## config.mk

```make
export PLATFORM = sky130hd
export DESIGN_NAME = mem_stage
export DESIGN_NICKNAME = d
export VERILOG_FILES = /design/src/rtl/mem_stage.sv
export SDC_FILE = /design/constraint.sdc
export NUM_CORES = 1
export LEC_CHECK = 0
export ABC_AREA = 1
export BUFFER_PORTS_ARGS = -buffer_cell sky130_fd_sc_hd__buf_2
export CAP_MARGIN = 20
export CORE_AREA = 2 2 159 161
export DETAILED_ROUTE_END_ITERATION = 6
export DIE_AREA = 0 0 161 163
export GPL_ROUTABILITY_DRIVEN = 0
export SKIP_LAST_GASP = 1
export SLEW_MARGIN = 15
export SYNTH_ARGS = -nofsm -noshare
export SYNTH_HDL_FRONTEND = slang
export SYNTH_SLANG_ARGS = --single-unit
export TNS_END_PERCENT = 50
```

## constraint.sdc

```tcl
create_clock -name clk -period 2 [get_ports clk]
set_clock_uncertainty 0.2 [all_clocks]
set_input_delay 0.1 -clock clk [delete_from_list [all_inputs] [get_ports clk]]
set_output_delay 0.1 -clock clk [all_outputs]
set_load 0.05 [all_outputs]
```

## src/rtl/mem_stage.sv

```systemverilog
// rtl/mem_stage.sv - pipeline memory stage: data RAM access, load extraction, WB handoff
module mem_stage (
    input  logic         clk,
    input  logic         rst,
    input  logic         MEM_valid,
    input  logic [153:0] EXE_MEM_bus_r,
    input  logic         WB_allow_in,
    input  logic [31:0]  dm_rdata,
    output logic [31:0]  dm_addr,
    output logic [3:0]   dm_wen,
    output logic [31:0]  dm_wdata,
    output logic         MEM_over,
    output logic [117:0] MEM_WB_bus,
    output logic [4:0]   MEM_wdest,
    output logic [31:0]  MEM_pc
);
    typedef enum logic [1:0] {IDLE, LOAD_WAIT, HOLD} state_t;

    state_t      r_state;
    state_t      w_next;
    logic [31:0] r_load_data;
    logic        r_rst_d;

    logic        w_inst_load, w_inst_store, w_ls_word, w_lb_sign;
    logic [31:0] w_store_data, w_exe_result, w_lo_result, w_pc;
    logic [5:0]  w_hilo_cp0_flags;
    logic [7:0]  w_cp0r_addr;
    logic        w_syscall, w_eret, w_rf_wen;
    logic [4:0]  w_rf_wdest;

    assign {w_inst_load, w_inst_store, w_ls_word, w_lb_sign} = EXE_MEM_bus_r[153:150];
    assign w_store_data     = EXE_MEM_bus_r[149:118];
    assign w_exe_result     = EXE_MEM_bus_r[117:86];
    assign w_lo_result      = EXE_MEM_bus_r[85:54];
    assign w_hilo_cp0_flags = EXE_MEM_bus_r[53:48];
    assign w_cp0r_addr      = EXE_MEM_bus_r[47:40];
    assign w_syscall        = EXE_MEM_bus_r[39];
    assign w_eret           = EXE_MEM_bus_r[38];
    assign w_rf_wen         = EXE_MEM_bus_r[37];
    assign w_rf_wdest       = EXE_MEM_bus_r[36:32];
    assign w_pc             = EXE_MEM_bus_r[31:0];

    // Cycle after reset is forced to a bubble so an aborted access never writes.
    logic w_active;
    assign w_active = MEM_valid & ~rst & ~r_rst_d;

    logic [7:0]  w_rbyte;
    logic [31:0] w_load_ext;
    logic [3:0]  w_store_wen;
    logic [31:0] w_load_data;
    logic [31:0] w_mem_result;

    always_comb begin
        case (w_exe_result[1:0])
            2'd0:    w_rbyte = dm_rdata[7:0];
            2'd1:    w_rbyte = dm_rdata[15:8];
            2'd2:    w_rbyte = dm_rdata[23:16];
            default: w_rbyte = dm_rdata[31:24];
        endcase
    end

    assign w_load_ext  = w_ls_word ? dm_rdata
                                   : {{24{w_lb_sign & w_rbyte[7]}}, w_rbyte};
    assign w_store_wen = w_ls_word ? 4'b1111 : (4'b0001 << w_exe_result[1:0]);

    assign dm_addr  = w_exe_result;
    assign dm_wdata = w_ls_word ? w_store_data : {4{w_store_data[7:0]}};

    // Read data is live during LOAD_WAIT; afterwards the captured copy is used.
    assign w_load_data  = (r_state == LOAD_WAIT) ? w_load_ext : r_load_data;
    assign w_mem_result = w_inst_load ? w_load_data : w_exe_result;

    assign MEM_WB_bus = {w_rf_wen, w_rf_wdest, w_mem_result, w_lo_result,
                         w_hilo_cp0_flags, w_cp0r_addr, w_syscall, w_eret, w_pc};
    assign MEM_wdest  = w_rf_wdest & {5{MEM_valid}};
    assign MEM_pc     = w_pc;

    always_ff @(posedge clk) begin
        r_rst_d <= rst;
        if (rst) begin
            r_state     <= IDLE;
            r_load_data <= 32'd0;
        end else begin
            r_state <= w_next;
            if (r_state == LOAD_WAIT && w_active)
                r_load_data <= w_load_ext;
        end
    end

    always_comb begin
        w_next   = r_state;
        dm_wen   = 4'b0000;
        MEM_over = 1'b0;
        if (!w_active) begin
            w_next = IDLE;
        end else begin
            case (r_state)
                IDLE: begin
                    if (w_inst_load) begin
                        w_next = LOAD_WAIT;
                    end else if (w_inst_store) begin
                        dm_wen   = w_store_wen;
                        MEM_over = 1'b1;
                        w_next   = WB_allow_in ? IDLE : HOLD;
                    end else begin
                        MEM_over = 1'b1;
                    end
                end
                LOAD_WAIT: begin
                    MEM_over = 1'b1;
                    w_next   = WB_allow_in ? IDLE : HOLD;
                end
                HOLD: begin
                    MEM_over = 1'b1;
                    if (WB_allow_in)
                        w_next = IDLE;
                end
                default: w_next = IDLE;
            endcase
        end
    end
endmodule
```

# After elaboration in Yosys (flattened, before gate mapping)
# Index checks and enable logic that the tools add are counted.
# op_classes
add_sub_neg,0
mul,0
div_mod_pow,0
magnitude_cmp,0
n_eq_ne,6
shift,1
mux,18
bitwise_logic,7
n_reduce_logical,6
# op_table
operator,n
$mux W32,4
$pmux W8 S3,1
$mux W4,5
$mux W2,4
$pmux W2 S3,1
$and A5 B5 Y5,1
$eq A2 B1 Y1 const B,2
$eq A2 B2 Y1 const B,2
$logic_not A2 Y1,2
$reduce_or A2 Y1,2
$shl A1 B2 Y4 const A,1
$and A1 B1 Y1,3
$ne A3 B3 Y1 const B,1
$not A1 Y1,3
$mux W1,2
$ne A2 B2 Y1 const B,1
$pmux W1 S2,1
$reduce_and A2 Y1,1
$logic_and A1 B1 Y1,1
# word_totals
register_bits,35
latch_bits,0
ramBits,0
mem_bits_ro,0
output_inout_bits,224
word_cells,41
mem_count,0

# Longest topological paths before layout
# logic_depth
depth_word,6
ltp_mapped,9

# Least setup slack after synthesis
# OpenSTA, ideal clock, no wires.
# synth_path
path_type,reg2out
from,register r_state[0]
to,output MEM_over
t_arrival_ns,1.759
required_time_ns,1.700
setup_slack_ns,-0.059
stages_incl_launch_ff,5
path_buffers,0
path_cell_list,dfxtp_1 > inv_1 > ha_1 > nor2_1 > nor3_1
# synth_via
elab_chain_len,4
word_cells_on_any_way,6
classes_between,eq/ne (2); mux (2); reduce/logical (2)
# synth_lines
item,line,text
from (decl),19,state_t r_state;
from (signal assigned),84,r_state <= w_next;
$eq A2 B1 Y1 or $eq A2 B2 Y1 (tied branches),97,case (r_state)
$reduce_or A2 Y1 (no source line),--,
$pmux W1 S2 *,97,
$mux W1 *,94,if (!w_active) begin
to (decl),12,"output logic MEM_over,"
# Every way passes the cells marked *; elsewhere a longest branch is shown, timed or not.

# Worst setup path after layout
# layout_path
from,register r_state[1]
to,output MEM_WB_bus[94]
# layout_via
elab_chain_len,3
# layout_lines
item,line,text
$eq A2 B1 Y1,70,assign w_load_data = (r_state == LOAD_WAIT) ? w_load_ext : r_load_data;
$mux W32,70,
$mux W32,71,assign w_mem_result = w_inst_load ? w_load_data : w_exe_result;
to (decl),13,"output logic [117:0] MEM_WB_bus,"
# No other way between the ends.

==> summary.md <==
| Metric | Value |
|---|---|
| First-iteration detailed-routing DRC count | `382` |
| Detailed-routed wire length on met2 | `7790 µm` |
| TritonCTS buffer count | `5` |
| Filler cell count | `2834` |
| GR Overflow Total | `0` |
| Endpoint required time on the critical path | `1700 ps` |
| Unrepaired setup endpoints after global routing | `true` |
| IO Port Bufs | `219` |
| Overall die height | `163 µm` |
| Level count of the clock H-tree | `2` |
| # clock sinks | `35` |
| Maximum number of pins on one net before global-route repair | `60` |
| Minimum clock period after layout | `1940 ps` |
| Worst supply voltage drop on vdd | `0.253 mV` |
| Post-DR wirelength/cell | `15.1 µm` |
| Clock insertion delay at the later pin of the skew report | `280 ps` |
| Top layer reached by signal wires | `met5` |
| Number of register bits inferred by synthesis | `35` |
| Row count | `58` |
| CP arrival | `1640 ps` |
| N_diodes | `0` |
| Drt first pass iters | `5` |
| Total met3 wirelength after detailed routing | `1600 µm` |
| Nets | `1006` |
| Setup violation total in the final timing report | `0` |
| Layout Cell Area excl Fill | `5180 µm²` |
| YS warnings | `0` |
| Netlist area before placement | `4250 µm²` |
| Post-synthesis average cell area | `5.76 µm²` |
| Run status | `complete, no violations` |
| Die W | `161 µm` |
| Initial antenna violation count | `3` |
| Overall global routing resource usage | `0.124` |
| CP Class | `flip-flop to output port` |
| Headroom to the max-slew limit | `0.666` |
| Number of vias in the routed layout | `4590` |
| Vias in the first global route | `4148` |
| CTS tree | `yes` |
| Peak fanout along the critical path | `14` |
| Wire length of the first global-routing pass | `24800 µm` |
| Number of distinct library cells after synthesis | `22` |
| Minimum setup slack after placement | `133 ps` |
| Timing-limited maximum frequency | `515 MHz` |
| Total half-perimeter wirelength after legalization and detailed placement | `13600 µm` |
| WL met1 | `7310 µm` |
| Worst hold slack | `0.0193 ps` |
| Aggregate negative setup slack | `0 ps` |
| Sequential share of the synthesized area | `0.165` |
| Routed Antenna Nets | `0` |
| Worst setup SP type | `flip-flop` |
| Final hold violations | `0` |
| Final clock period utilization by the worst path | `0.971` |
| Synth Instances | `738` |
| Max-slew violation count | `0` |
| Smallest setup slack after layout | `58.0 ps` |
| Synth Net Count | `932` |
| Kind of end point of the critical path | `output port` |
| Die area | `26200 µm²` |
| DRC violations left | `0` |
| IO Pins | `414` |
| Max-capacitance violation count | `0` |
| DRT Wirelength | `17300 µm` |
| Areal power density over the cells | `526 nW/µm²` |
| Area Overhead vs Synth | `21.8%` |
| Buffers from clock root to sink, at most | `2` |
| Kind of path behind the tightest hold check | `input pin to output port` |
| Worst Max-Slew Pin Slew | `497 ps` |
| Share of cells above drive strength 1 | `0.326` |
| Leakage | `2.78 nW` |
| Placeable core region | `24700 µm²` |
| CTS clock-pin slew for the worst setup and hold paths | `60 ps` |
| Area post-placement | `4630 µm²` |
| Clk Tree Root Cell | `clkbuf_16` |
| Starting Density | `0.172` |
| Drt via density | `4.02` |
==> cells by family (layout without fill, tap and decap cells) <==
logic type | Yosys count | in the layout | synth area share
compound gates | 84 | 84 | 0.101
fa+ha+maj | 4 | 4 | 0.0118
buf+inv | 266 | 340 | 0.388
flops | 35 | 35 | 0.165
simple gates | 349 | 349 | 0.335
==> critical path, cell delays in order (launching register included) <==
cell,delay (ps)
dfxtp_2,330
inv_2,80
ha_4,160
inv_2,70
clkbuf_16,190
a21oi_1,150
nand2_1,80
nand2_1,50
buf_2,250
==> sequential cells by signal, summed over array words and instances, names as in the netlist <==
| register | cells |
|---|---|
| r_rst_d | 1 |
| r_state | 2 |
| r_load_data | 32 |
==> metrics by stage <==
stage / std cells / power (mW) / util
after floorplan: 738 / 2.16 / -
after global placement: 1107 / 1.87 / 0.187
after detailed placement: 1107 / 1.88 / 0.187
after CTS: 1140 / 2.73 / 0.206
after global routing: 1142 / 2.85 / 0.210
final: 1142 / 2.72 / 0.210
==> placed cells by master (no fill, tap or decap), drive strengths merged, types with 13 or more instances in the layout <==
master and n:
nand3 65, dlygate4sd3 26, buf 228, dfxtp 35, nand2 243, inv 72, a21oi 40, nor2 40
o21ai 43, clkbuf 13
==> worst paths after layout <==
path | from | endpoint | slack (ps) | cells after the start
hold / removal | EXE_MEM_bus_r[55] | MEM_WB_bus[49] | 0.02 | 0
hold reg to reg | r_state[0] | r_state[0] | 310 | 2
setup reg to reg | r_state[1] | r_load_data[7] | 230 | 8
setup / recovery | r_state[1] | MEM_WB_bus[94] | 60 | 8
==> report_power, final <==
group          internal, mW  leakage (nW)  switching [mW]
clock                 0.487        0.0727           0.300
combinational         0.352          2.42           0.870
sequential            0.708         0.284         0.00444
total                  1.55          2.78            1.17
==> synth_stat cells, drive strengths merged <==
master | number | area share
nand2 | 243 | 0.22
buf | 180 | 0.31
inv | 72 | 0.064
nand3 | 65 | 0.077
o21ai | 43 | 0.051
a21oi | 40 | 0.049
nor2 | 40 | 0.040
dfxtp | 35 | 0.16
clkbuf | 14 | 0.012
ha | 4 | 0.012
a31oi | 1 | 0.0015
nor3 | 1 | 0.0012
==> metal layers <==
metal  track usage  up-vias
met3        0.0379       77
li1              -     2261
met4        0.0491        6
met5             0        -
met1         0.156     2011
met2         0.197      235
==> final cells by class <==
cell class	instances	area [µm²]	share of cell area
multi-input cells	437	1930	0.374
repair buffers	261	1710	0.330
flip-flops and latches	35	703	0.136
well taps	330	413	0.0797
inverters	72	273	0.0527
clock buffers	6	139	0.0268
clock inverters	1	5.00	0.000967
==> what timing repair did <==
| item | CTS | global route |
|---|---|---|
| pin swaps | 0 | 0 |
| setup endpoints to repair | 29 | 37 |
| buffers inserted | 0 | 1 |
| gates resized for setup | 19 | 28 |
| endpoints found under the hold margin | 26 | 0 |
| hold buffers | 26 | 0 |
| cloned | 0 | 1 |
No activity file was read; power rests on OpenSTA's default activity.
